===== config.mk =====
export PLATFORM = sky130hd
export DESIGN_NAME = demux2_stream
export DESIGN_NICKNAME = d
export VERILOG_FILES = /design/src/rtl/demux2_stream_pkg.sv /design/src/rtl/demux2_stream_fifo2.sv /design/src/rtl/demux2_stream.sv
export SDC_FILE = /design/constraint.sdc
export NUM_CORES = 1
export LEC_CHECK = 0
export BUFFER_PORTS_ARGS = -buffer_cell sky130_fd_sc_hd__buf_4
export CAP_MARGIN = 20
export CORE_UTILIZATION = 49
export DETAILED_ROUTE_END_ITERATION = 16
export GPL_TIMING_DRIVEN = 0
export PLACE_DENSITY = 0.83
export SLEW_MARGIN = 15
export SYNTH_ARGS = -nofsm -noshare
export SYNTH_HDL_FRONTEND = slang
export SYNTH_SLANG_ARGS = --single-unit

===== constraint.sdc =====
create_clock -name clk -period 2.1 [get_ports clk]
set_input_delay 0.105 -clock clk [delete_from_list [all_inputs] [get_ports clk]]
set_output_delay 0.105 -clock clk [all_outputs]
set_load 0.1 [all_outputs]

===== src/rtl/demux2_stream_pkg.sv =====
// demux2_stream_pkg: shared widths and select encodings for the 1:2 stream demux
package demux2_stream_pkg;
  localparam int DMX_N = 32;
  localparam int DMX_CW = 16;
  localparam logic SEL_OUT0 = 1'b0;
  localparam logic SEL_OUT1 = 1'b1;
endpackage


===== src/rtl/demux2_stream_fifo2.sv =====
// demux2_stream_fifo2: 2-entry registered FIFO with head output and no push/pop bypass
module demux2_stream_fifo2 #(
  parameter int n = 32
) (
  input  logic         clk,
  input  logic         rst,
  input  logic         push,
  input  logic         pop,
  input  logic [n-1:0] din,
  output logic         full,
  output logic         empty,
  output logic [n-1:0] head
);
  logic [1:0]   cnt;
  logic [n-1:0] mem1;
  logic         do_push;
  logic         do_pop;
  assign full    = cnt == 2'd2;
  assign empty   = cnt == 2'd0;
  assign do_push = push & ~full;
  assign do_pop  = pop & ~empty;
  // Head is slot 0; a pop shifts slot 1 forward, an emptying pop leaves head unchanged
  always_ff @(posedge clk) begin
    if (rst) begin
      cnt  <= 2'd0;
      head <= '0;
      mem1 <= '0;
    end else begin
      if (do_push && (empty || (cnt == 2'd1 && do_pop))) head <= din;
      else if (do_pop && full) head <= mem1;
      if (do_push && cnt == 2'd1 && !do_pop) mem1 <= din;
      cnt <= cnt + {1'b0, do_push} - {1'b0, do_pop};
    end
  end
endmodule


===== src/rtl/demux2_stream.sv =====
// demux2_stream: steers one valid/ready stream to one of two buffered outputs with pop counters
module demux2_stream
  import demux2_stream_pkg::*;
#(
  parameter int n  = DMX_N,
  parameter int CW = DMX_CW
) (
  input  logic          clk,
  input  logic          rst,
  input  logic          in_valid,
  output logic          in_ready,
  input  logic [n-1:0]  in_data,
  input  logic          in_sel,
  output logic          out0_valid,
  input  logic          out0_ready,
  output logic [n-1:0]  out0_data,
  output logic          out1_valid,
  input  logic          out1_ready,
  output logic [n-1:0]  out1_data,
  output logic [CW-1:0] cnt0,
  output logic [CW-1:0] cnt1
);
  logic full0, full1, empty0, empty1;
  logic push0, push1, pop0, pop1;
  assign in_ready   = ~rst & (in_sel == SEL_OUT1 ? ~full1 : ~full0);
  assign push0      = in_valid & in_ready & (in_sel == SEL_OUT0);
  assign push1      = in_valid & in_ready & (in_sel == SEL_OUT1);
  assign out0_valid = ~empty0;
  assign out1_valid = ~empty1;
  assign pop0       = out0_valid & out0_ready;
  assign pop1       = out1_valid & out1_ready;
  demux2_stream_fifo2 #(.n(n)) u_fifo0 (
    .clk(clk), .rst(rst), .push(push0), .pop(pop0), .din(in_data),
    .full(full0), .empty(empty0), .head(out0_data)
  );
  demux2_stream_fifo2 #(.n(n)) u_fifo1 (
    .clk(clk), .rst(rst), .push(push1), .pop(pop1), .din(in_data),
    .full(full1), .empty(empty1), .head(out1_data)
  );
  // Delivered-word counters, wrapping silently
  always_ff @(posedge clk) begin
    if (rst) begin
      cnt0 <= '0;
      cnt1 <= '0;
    end else begin
      cnt0 <= cnt0 + CW'(pop0);
      cnt1 <= cnt1 + CW'(pop1);
    end
  end
endmodule

Yosys cells after proc, flatten, opt, wreduce, memory -nomap -nowiden
Index checks and enable logic that the tools add are counted.
- flip-flop bits (word level): 164
- output and inout port bits: 99
- logic and storage cells: 57
- input bits: 38
- bitwise logic cells: 16
- mux-type cells: 5
- equality and inequality tests: 4
- reduce and logical (&&, ||, !) cells: 18
- add/subtract/negate cells: 6
- operator list (cell ; count):
    2-to-1 mux 32 bit ; 4
    adder 16 x 1 -> 16 bit ; 2
    AND 1 bit ; 10
    logical AND 1 bit ; 10
    NOT 1 bit ; 6
    adder 2 x 1 -> 2 bit ; 2
    == test 2 x 1 -> 1 bit, second input constant ; 2
    == test 2 bit, second input constant ; 2
    logical NOT 2 bit ; 2
    nonzero test 2 bit ; 2
    subtractor 2 x 1 -> 2 bit ; 2
    logical NOT 1 bit ; 2
    logical OR 1 bit ; 2
    2-to-1 mux 1 bit ; 1

Logic depth before layout (Yosys ltp)
Gate-level depths: netlist of run 1.
- word-level depth: 9
- mapped depth: 9
- depth with buffers taken out: 8

Hierarchy
A second synthesis of run 1 with hierarchy kept.
- cells, all modules: 860
- area, all modules: 7357.1 µm²
- by module, submodules not included (module ; seq. area each (µm²) ; area an instance (µm²) ; cells an instance ; instances):
    demux2_stream_fifo2 ; 1321.3 ; 2950.3 ; 347 ; 2
    demux2_stream ; 640.6 ; 1456.4 ; 166 ; 1

Worst setup path before layout of run 1
OpenSTA, ideal clock, no wires.
- path kind: flip-flop to output port
- start: reg u_fifo1.cnt[1]
- end: out in_ready
- slack: -1.065 ns
- arrival: 3.060 ns
- cell stages (with the launch flop): 5
- buffers on the path: 2
- data required time: 1.995 ns
- path through: dfxtp_1 -> nor2b_1 -> buf_2 -> clkbuf_1 -> a211oi_1
- word-level cells in the longest chain between the ends: 4
- ends and longest elaborated chain (what ; line ; text):
    start: declaration ; demux2_stream_fifo2.sv:14 ; logic [1:0] cnt;
    start signal: assignment ; demux2_stream_fifo2.sv:32 ; cnt <= cnt + {1'b0, do_push} - {1'b0, do_pop};
    == test 2 bit ; demux2_stream_fifo2.sv:18 ; assign full = cnt == 2'd2;
    NOT 1 bit ; demux2_stream.sv:25 ; assign in_ready = ~rst & (in_sel == SEL_OUT1 ? ~full1 : ~full0);
    2-to-1 mux 1 bit ; demux2_stream.sv:25 ;
    AND 1 bit ; demux2_stream.sv:25 ;
    end: declaration ; demux2_stream.sv:11 ; output logic in_ready,
No other way between the ends.

Final worst setup path of run 1
Same ends and word-level chain as after synthesis.

==> results of run 1 <==
[cell families (layout without fill, tap and decap cells)]
logic type / Yosys count / count (layout) / synth area share [%]
multiplexers: 2 / 2 / 0.332
AO/OA/AOI/OAI: 142 / 142 / 14.3
AND/OR/NAND/NOR: 422 / 422 / 27.7
flip-flops: 164 / 164 / 48.4
buffers and inverters: 75 / 273 / 4.74
adder cells (fa/ha/maj): 8 / 8 / 1.47
XOR/XNOR: 24 / 24 / 3.10
[metal layers]
metal / up-vias / track usage, % / part of all wire [%]
li1: 3246 / - / -
met1: 3153 / 36.5 / 44
met2: 269 / 42.7 / 47
met3: 26 / 5.28 / 6.9
met4: 0 / 10.7 / 1.9
met5: - / 0 / 0
[per-stage QoR]
| stage | utilization (%) | area [sq um] | power (mW) | setup TNS (ps) | hold WS (ps) |
|---|---|---|---|---|---|
| 3_3_place_gp | 60.1 | 8060 | 5.97 | -1490 | 381 |
| 5_1_grt | 66.8 | 8950 | 9.23 | 0 | 119 |
| 3_5_place_dp | 60.1 | 8060 | 6.00 | -1920 | 387 |
| 6_report | 66.8 | 8950 | 8.94 | 0 | 105 |
| 4_1_cts | 66.6 | 8930 | 8.94 | 0 | 93.8 |
| 2_1_floorplan | - | 6830 | 5.38 | 0 | 241 |
[synth_stat cells, drive strengths merged, types with 5 or more instances]
| library cell | instances | area, sq um |
|---|---|---|
| xnor2 | 14 | 123 |
| nor2 | 91 | 342 |
| a21oi | 70 | 350 |
| ha | 8 | 100 |
| dfxtp | 164 | 3280 |
| xor2 | 10 | 87.6 |
| nor2b | 12 | 75.1 |
| clkbuf | 40 | 150 |
| nand2 | 203 | 762 |
| nor3 | 5 | 25.0 |
| nand3 | 78 | 403 |
| inv | 8 | 30.0 |
| buf | 27 | 141 |
| a311oi | 64 | 561 |
[what timing repair did]
item,4_1_cts,5_1_grt
hold endpoints to repair,110,0
resized for setup,0,4
hold buffers,32,0
endpoints found under the setup margin,0,4
setup buffers,0,0
[sequential cells by signal (all words and copies together) (netlist names)]
register and cells:
u_fifo0.mem1 32, u_fifo0.head 32, u_fifo1.mem1 32, u_fifo0.cnt 2, u_fifo1.head 32, cnt1 16
u_fifo1.cnt 2, cnt0 16
[power breakdown]
part	internal, mW	switching (mW)
logic	0.609	1.97
registers	3.30	0.128
clock network	1.66	1.28
total	5.57	3.37
[path summary, 6_finish.rpt]
check,endpoint,from,cells after the start,slack [ps]
max,in_ready,u_fifo1.cnt[1]$_SDFF_PP0_,5,100
min,u_fifo1.head[1]$_SDFFE_PP0P_,out1_ready,4,110
min reg2reg,u_fifo1.mem1[20]$_SDFFE_PP0P_,u_fifo1.mem1[20]$_SDFFE_PP0P_,2,460
max reg2reg,u_fifo0.cnt[1]$_SDFF_PP0_,u_fifo0.cnt[1]$_SDFF_PP0_,8,120
[area by class of cell]
class / count / area share (%)
well taps: 176 / 2.46
flip-flops and latches: 164 / 37.0
multi-input cells: 598 / 36.0
plain buffers: 67 / 3.27
inverters: 8 / 0.336
clock inverters: 12 / 1.16
clock buffers: 20 / 4.99
repair buffers: 166 / 14.8
[worst max-delay path: stages, from the launching register on]
cell	delay, ps
dfxtp_1	340
nor2b_1	130
buf_2	170
clkbuf_2	240
a211oi_4	260
buf_4	320
==> results.md, run 1 <==
- Yosys warnings: 0
- First-pass GRT wire length: roughly 31 mm
- Min-delay worst type: in2reg
- Post-synth EDFFs: 0
- Worst rel slew slack: 57.6%
- Via count: roughly 6700
- Die H: between 100 and 150 um
- Synthesized Nets: about 900
- IO Pins: 137
- Slew Viols, Final: 0
- Maximum VDD drop: about 700 uV
- GPL Wtd Cong: about 0.85
- DRC violations left: 0
- Inst Count DP: 1147
- WL per Instance: 15.8 um
- Worst setup SP type: flip-flop
- Global route overflow: 0
- Worst skew pair latency: 430 ps
- Maximum clock path buffer count: 2
- Power per cell area: around 1000 nW/um^2
- Iter 0 DRT Violations: ~620
- Die width: 120 um
- Port Buf Inserts: 134
- Largest net degree at the start of global routing: 17
- Nets: around 1100
- Data arrival, critical path: 1900 ps
- H-Tree Depth: 4
- Distinct cells, synth: 40
- Leakage: roughly 3.4 nW
- Rows: 42
- Sequential area share after synthesis: between 40% and 50%
- Final WS setup: 96.6 ps
- Final std cells w/o fill: roughly 1200
- Clock-pin slew on the worst setup and hold paths: approximately 70 ps
- All-layer global routing usage: around 27%
- Vias in the first global route: just over 6000
- Status: finished, final reports clean
- Core area: roughly 13000 sq um
- Share of post-route cells with drive strength above 1: approximately 22%
- Most common cell after layout, fill and taps aside: nand2_1
- Synth Area per Inst: slightly above 8 sq um
- Routed Antenna Nets: 0
- N_diodes: 0
- Pre-CTS setup slack: -307 ps
- FMAX: around 500 MHz
- Crit path kind: reg2out
- Die area: between 10000 and 15000 sq um
- Clock Sinks: ~160
- Root Buffer: clkbuf_16
- Sequential Area: ~3300 sq um
- Synthesized cell area: around 6800 sq um
- FFs w/ async S/R, synth: 0%
- Max cap viols: 0
- Area of the multi-input gates: between 3000 and 4000 sq um
- CTS tree: built
- Area growth from synthesis to layout: 31.8%
- Pre-antenna DRT Iters: 5
- Synth Flop Type: dfxtp_1
- Filler instances: about 1100
- Crit path max fanout: 10
- RSZ-0062 raised after global routing: no
- Initial antenna violation count: 0
- Worst Setup End Kind: output pin
- Skew final: about 7 ps
- Most frequent cells in the layout: nand2_1, dfxtp_1, buf_4
- DP Wirelength: between 10 and 15 mm
- Initial core utilization: roughly 51%
- Synth Instances: 837
- Post-Route WL: 19.2 mm
- Vias per cell: between 5 and 6
- CTS Buf Count: 17
- Worst EP required: roughly 2000 ps
- Setup Viol. Count Final: 0
- Slew @ Worst Pin: about 640 ps
- Final min period: between 2000 and 2500 ps
- Final Hold Vio Count: 0
- Synth Register Bits: ~160
- Final worst path period share: 95.4%
(Power assumes the default switching activity.)
==> run 2, diff against run 1 <==
REMOVE_ABC_BUFFERS = 1   (was not set)
==> results.md, run 2 (synthesized netlist as in run 1, its figures left out) <==
- H-Tree Depth: 4 (unchanged)
- Worst setup SP type: flip-flop
- DRC violations left: 0 (unchanged)
- GPL Wtd Cong: 0.836 (-1.4%)
- Worst Path Buf+Inv: 0 (-3)
- Area of the multi-input gates: 3270 sq um (+1.4%)
- Data arrival, critical path: 2370 ps (+470 ps)
- Setup TNS: 0 ps (unchanged)
- Most frequent cells in the layout: nand2_1, dfxtp_1, buf_4
- Reg2reg path depth: 4 (-4)
- Slowest-stage cell, CP: nor2b_2
- R2r startpoint: u_fifo0.cnt[1]$_SDFF_PP0_
- Most common cell after layout, fill and taps aside: nand2_1
- Hold endpoint: u_fifo1.mem1[19]$_SDFFE_PP0P_
- Slew @ Worst Pin: 921 ps (+286 ps)
- All-layer global routing usage: 25.6% (-1.5 points)
- Tot Pwr: 9.17 mW (+2.5%)
- Min-delay worst type: in2reg
- R2r endpoint: u_fifo0.mem1[4]$_SDFFE_PP0P_
- Worst Setup End Kind: flip-flop
- Skew final: 11.5 ps (+4.28 ps)
- Maximum VDD drop: 663 uV (-6.8%)
- Core area: 13400 sq um (unchanged)
- Initial core utilization: 50.7% (unchanged)
- Via count: 6500 (-2.9%)
- Clock Sinks: 164 (unchanged)
- Worst rel slew slack: 38.3% (-19 points)
- IO Pins: 137 (unchanged)
- Inst Count DP: 1089 (-5.1%)
- Leakage: 3.37 nW (-0.21%)
- Worst EP required: 2450 ps (+450 ps)
- Setup Viol. Count Final: 0 (unchanged)
- Port Buf Inserts: 136 (+1.5%)
- Worst skew pair latency: 430 ps (about the same)
- Final Hold Vio Count: 0 (unchanged)
- Global route overflow: 0 (unchanged)
- Nets: 1016 (-4.9%)
- Status: finished, final reports clean
- Area growth from synthesis to layout: 32.1%
- Final min period: 2020 ps (+19.4 ps)
- Hold_sp: rst
- Rows: 42 (unchanged)
- Fin util: 66.9% (+0.14 points)
- Clock-pin slew on the worst setup and hold paths: 60 ps (about the same)
- Filler instances: 1081 (-4.8%)
- Final worst path period share: 96.3% (+0.92 points)
- Worst-path cell chain: nor4b_4 > nor2b_2 > nand2_1 > a21oi_1
- Worst Hold Depth: 2 (-2)
- DP Wirelength: 10.9 mm (-16%)
- Post-Route WL: 18.9 mm (-1.4%)
- Share of post-route cells with drive strength above 1: 21.0% (-0.78 points)
- Vias in the first global route: 6066 (-2.6%)
- FMAX: 494 MHz (-0.96%)
- Initial antenna violation count: 0 (unchanged)
- RSZ-0062 raised after global routing: yes
- CTS Buf Count: 17 (unchanged)
- CP delay by family, top: simple AND/OR/NAND/NOR gates
- Root Buffer: clkbuf_16
- Die area: 14300 sq um (unchanged)
- Routed Antenna Nets: 0 (unchanged)
- CP startpoint: u_fifo0.cnt[1]$_SDFF_PP0_
- Max cap viols: 0 (unchanged)
- N_diodes: 0 (unchanged)
- Power per cell area: 1020 nW/um^2 (+2.3%)
- Vias per cell: 5.61 (+1.5%)
- Crit path max fanout: 16 (+6)
- Die width: 120 um (unchanged)
- Crit path kind: reg2reg
- Slew Viols, Final: 0 (unchanged)
- R2R setup slack: 80 ps (-40 ps)
- Pre-antenna DRT Iters: 5 (unchanged)
- Iter 0 DRT Violations: 443 (-29%)
- Final std cells w/o fill: 1159 (-4.3%)
- WL per Instance: 16.3 um (+3.0%)
- First-pass GRT wire length: 29.4 mm (-4.9%)
- CTS tree: built
- Crit. path cell count: 4 (-1)
- Max incr delay on CP: 840 ps (+500 ps)
- Maximum clock path buffer count: 2 (unchanged)
- Sequential Area: 3280 sq um (-0.68%)
- Largest net degree at the start of global routing: 93 (+76)
- Die H: 120 um (unchanged)
==> run 2: changes by cell type in the layout (fill, tap and decap cells not counted), moves of 4 or more <==
cell	previous run	this run
clkbuf_8	1	7
dfxtp_1	145	163
nand2_1	203	199
clkbuf_1	41	2
buf_2	20	0
dfxtp_2	19	1
buf_16	0	5
==> run 2: how the worst max path moves through the flow <==
stage	slack, ps	to
floorplan	-1220	in_ready
global placement	-2600	u_fifo1.head[15]$_SDFFE_PP0P_
detailed placement	-390	u_fifo1.mem1[26]$_SDFFE_PP0P_
CTS	10	u_fifo0.mem1[28]$_SDFFE_PP0P_
global route	-20	in_ready
finish	80	u_fifo0.mem1[4]$_SDFFE_PP0P_
==> run 2: repair_timing <==
action                                  in CTS  in global routing
buffers inserted                             2                  2
endpoints found under the hold margin      112                  0
gates resized for setup                      0                  9
cloned                                       0                  2
pin swaps                                    0                  1
hold buffers                                32                  0
endpoints found under the setup margin       1                 67
==> run 2: layer usage <==
metal,global-route usage [%],share of wire [%]
met5,0,0
met4,10.1,1.3
met3,5.56,6.8
met2,43.7,49
met1,31.4,43
==> run 2: through the flow <==
stage | setup WS [ps] | cell area, sq um | hold WS (ps)
after floorplan | -1220 | 6500 | 174
after global placement | -2600 | 7740 | 381
after detailed placement | -388 | 7950 | 384
after CTS | 9.99 | 8870 | 142
after global routing | -22.2 | 8960 | 172
final | 77.2 | 8960 | 144
==> run 2: layout make-up <==
class	count	share of cell area [%]
Clock buffer	25	5.75
Clock inverter	7	0.782
Inverter	8	0.335
Multi-Input combinational cell	600	36.4
Sequential cell	164	36.6
Tap cell	176	2.46
Timing Repair Buffer	179	17.6
==> run 2: report_power, final <==
group | switching [mW] | internal (mW)
Combinational | 2.00 | 0.675
Sequential | 0.132 | 3.30
Clock | 1.24 | 1.82
Total | 3.38 | 5.79
==> run 3, diff against run 2 <==
PLACE_DENSITY = 0.81   (was 0.83)
TNS_END_PERCENT = 1   (was not set)
==> results.md, run 3 (synthesized netlist as in run 1, its figures left out) <==
- Most frequent cells in the layout: nand2_1, dfxtp_1, buf_4
- CTS Buf Count: 17 (unchanged)
- H-Tree Depth: 4 (unchanged)
- CTS tree: built
- Max cap viols: 0 (unchanged)
- Die width: 120 um (unchanged)
- Max incr delay on CP: 550 ps (-290 ps)
- Maximum VDD drop: 580 uV (-12%)
- Power per cell area: 1010 nW/um^2 (-1.1%)
- R2r startpoint: u_fifo1.cnt[1]$_SDFF_PP0_
- Area growth from synthesis to layout: 31.1%
- Sequential Area: 3280 sq um (unchanged)
- CP startpoint: u_fifo1.cnt[1]$_SDFF_PP0_
- Most common cell after layout, fill and taps aside: nand2_1
- Worst EP required: 2000 ps (-450 ps)
- Final min period: 2050 ps (+24.5 ps)
- Setup TNS: 0 ps (unchanged)
- Vias in the first global route: 6042 (-0.40%)
- Core area: 13400 sq um (unchanged)
- Worst hold slack: 167 ps (+22.9 ps)
- Worst rel slew slack: 42.0% (+3.7 points)
- Rows: 42 (unchanged)
- Crit path kind: reg2out
- Root Buffer: clkbuf_16
- Filler instances: 1111 (+2.8%)
- Die H: 120 um (unchanged)
- Final Hold Vio Count: 0 (unchanged)
- Port Buf Inserts: 136 (unchanged)
- Crit. path cell count: 4 (unchanged)
- Initial core utilization: 50.7% (unchanged)
- Clock-pin slew on the worst setup and hold paths: 70 ps (about the same)
- Worst Path Buf+Inv: 2 (+2)
- IO Pins: 137 (unchanged)
- Worst Setup End Kind: output pin
- Slew Viols, Final: 0 (unchanged)
- Clock Sinks: 164 (unchanged)
- CP delay by family, top: simple AND/OR/NAND/NOR gates
- All-layer global routing usage: 25.8% (+0.15 points)
- Post-Route WL: 18.1 mm (-4.3%)
- RSZ-0062 raised after global routing: yes
- Min-delay worst type: in2reg
- R2R setup slack: 70 ps (about the same)
- Fin util: 66.4% (-0.50 points)
- First-pass GRT wire length: 29.6 mm (+0.66%)
- Pre-antenna DRT Iters: 5 (unchanged)
- DRC violations left: 0 (unchanged)
- Nets: 1014 (-0.20%)
- Initial antenna violation count: 0 (unchanged)
- Iter 0 DRT Violations: 482 (+8.8%)
- Worst-path cell chain: nor2b_4 > buf_16 > a211oi_1 > clkbuf_8
- Data arrival, critical path: 1940 ps (-430 ps)
- Maximum clock path buffer count: 2 (unchanged)
- Crit path max fanout: 19 (+3)
- Worst setup SP type: flip-flop
- Crit path to: in_ready
- Die area: 14300 sq um (unchanged)
- WL per Instance: 15.6 um (-4.2%)
- Vias per cell: 5.57 (-0.72%)
- R2r endpoint: u_fifo1.cnt[1]$_SDFF_PP0_
- Global route overflow: 0 (unchanged)
- FMAX: 488 MHz (-1.2%)
- N_diodes: 0 (unchanged)
- Final worst path period share: 97.5% (+1.2 points)
- Leakage: 3.35 nW (-0.68%)
- Area of the multi-input gates: 3250 sq um (-0.34%)
- Slowest-stage cell, CP: nor2b_4
- Skew final: 8.73 ps (-2.76 ps)
- Largest net degree at the start of global routing: 88 (-5.4%)
- Worst skew pair latency: 420 ps (about the same)
- Slew @ Worst Pin: 868 ps (-52.6 ps)
- GPL Wtd Cong: 0.795 (-4.9%)
- DP Wirelength: 11.0 mm (+0.69%)
- Setup Viol. Count Final: 0 (unchanged)
- Via count: 6442 (-0.89%)
- Status: finished, final reports clean
- Share of post-route cells with drive strength above 1: 20.7% (-0.26 points)
- Reg2reg path depth: 7 (+3)
- Routed Antenna Nets: 0 (unchanged)
run 3: worst min path at each step:
stage,from,endpoint,slack [ps],depth (start not counted)
global route,rst,u_fifo0.mem1[14]$_SDFFE_PP0P_,170,2
CTS,rst,cnt0[4]$_SDFF_PP0_,140,2
finish,rst,u_fifo0.mem1[14]$_SDFFE_PP0P_,170,2
global placement,in_data[12],u_fifo0.mem1[12]$_SDFFE_PP0P_,380,3
floorplan,rst,cnt0[12]$_SDFF_PP0_,170,1
detailed placement,in_data[15],u_fifo1.mem1[15]$_SDFFE_PP0P_,390,3
run 3: cell type report:
class	instances	area share, %
Tap cell	176	2.48
Multi-Input combinational cell	598	36.6
Clock inverter	13	1.25
Inverter	8	0.338
Clock buffer	19	4.98
Sequential cell	164	36.9
Timing Repair Buffer	179	17.5
run 3: per-layer routing:
metal | up-vias | wire (um) | GRT usage (%)
met3 | 30 | 1050 | 6.18
met1 | 3062 | 7860 | 32.4
met2 | 216 | 8870 | 42.5
met4 | 0 | 301 | 10.1
met5 | - | 0 | 0
li1 | 3134 | - | -
run 3: where the power goes:
part           switching [mW]  total, mW  internal [mW]
combinational            1.98       2.65          0.674
sequential              0.135       3.43           3.30
clock                    1.26       2.91           1.65
run 3: timing repair:
action | CTS | global route
hold endpoints to repair | 109 | 0
buffers inserted | 2 | 1
pin swaps | 0 | 1
endpoints found under the setup margin | 1 | 59
hold buffers | 32 | 0
gates resized for setup | 0 | 8
run 3: metrics by stage:
stage,setup slack (ps),total power [mW],instances,area [sq um]
after global routing,-26.8,9.33,1157,8900
after CTS,9.94,8.99,1156,8850
after detailed placement,-74.2,6.03,1090,7960
final,52.7,8.99,1157,8900
after floorplan,-1220,5.23,770,6500
after global placement,-2620,5.84,1082,7740
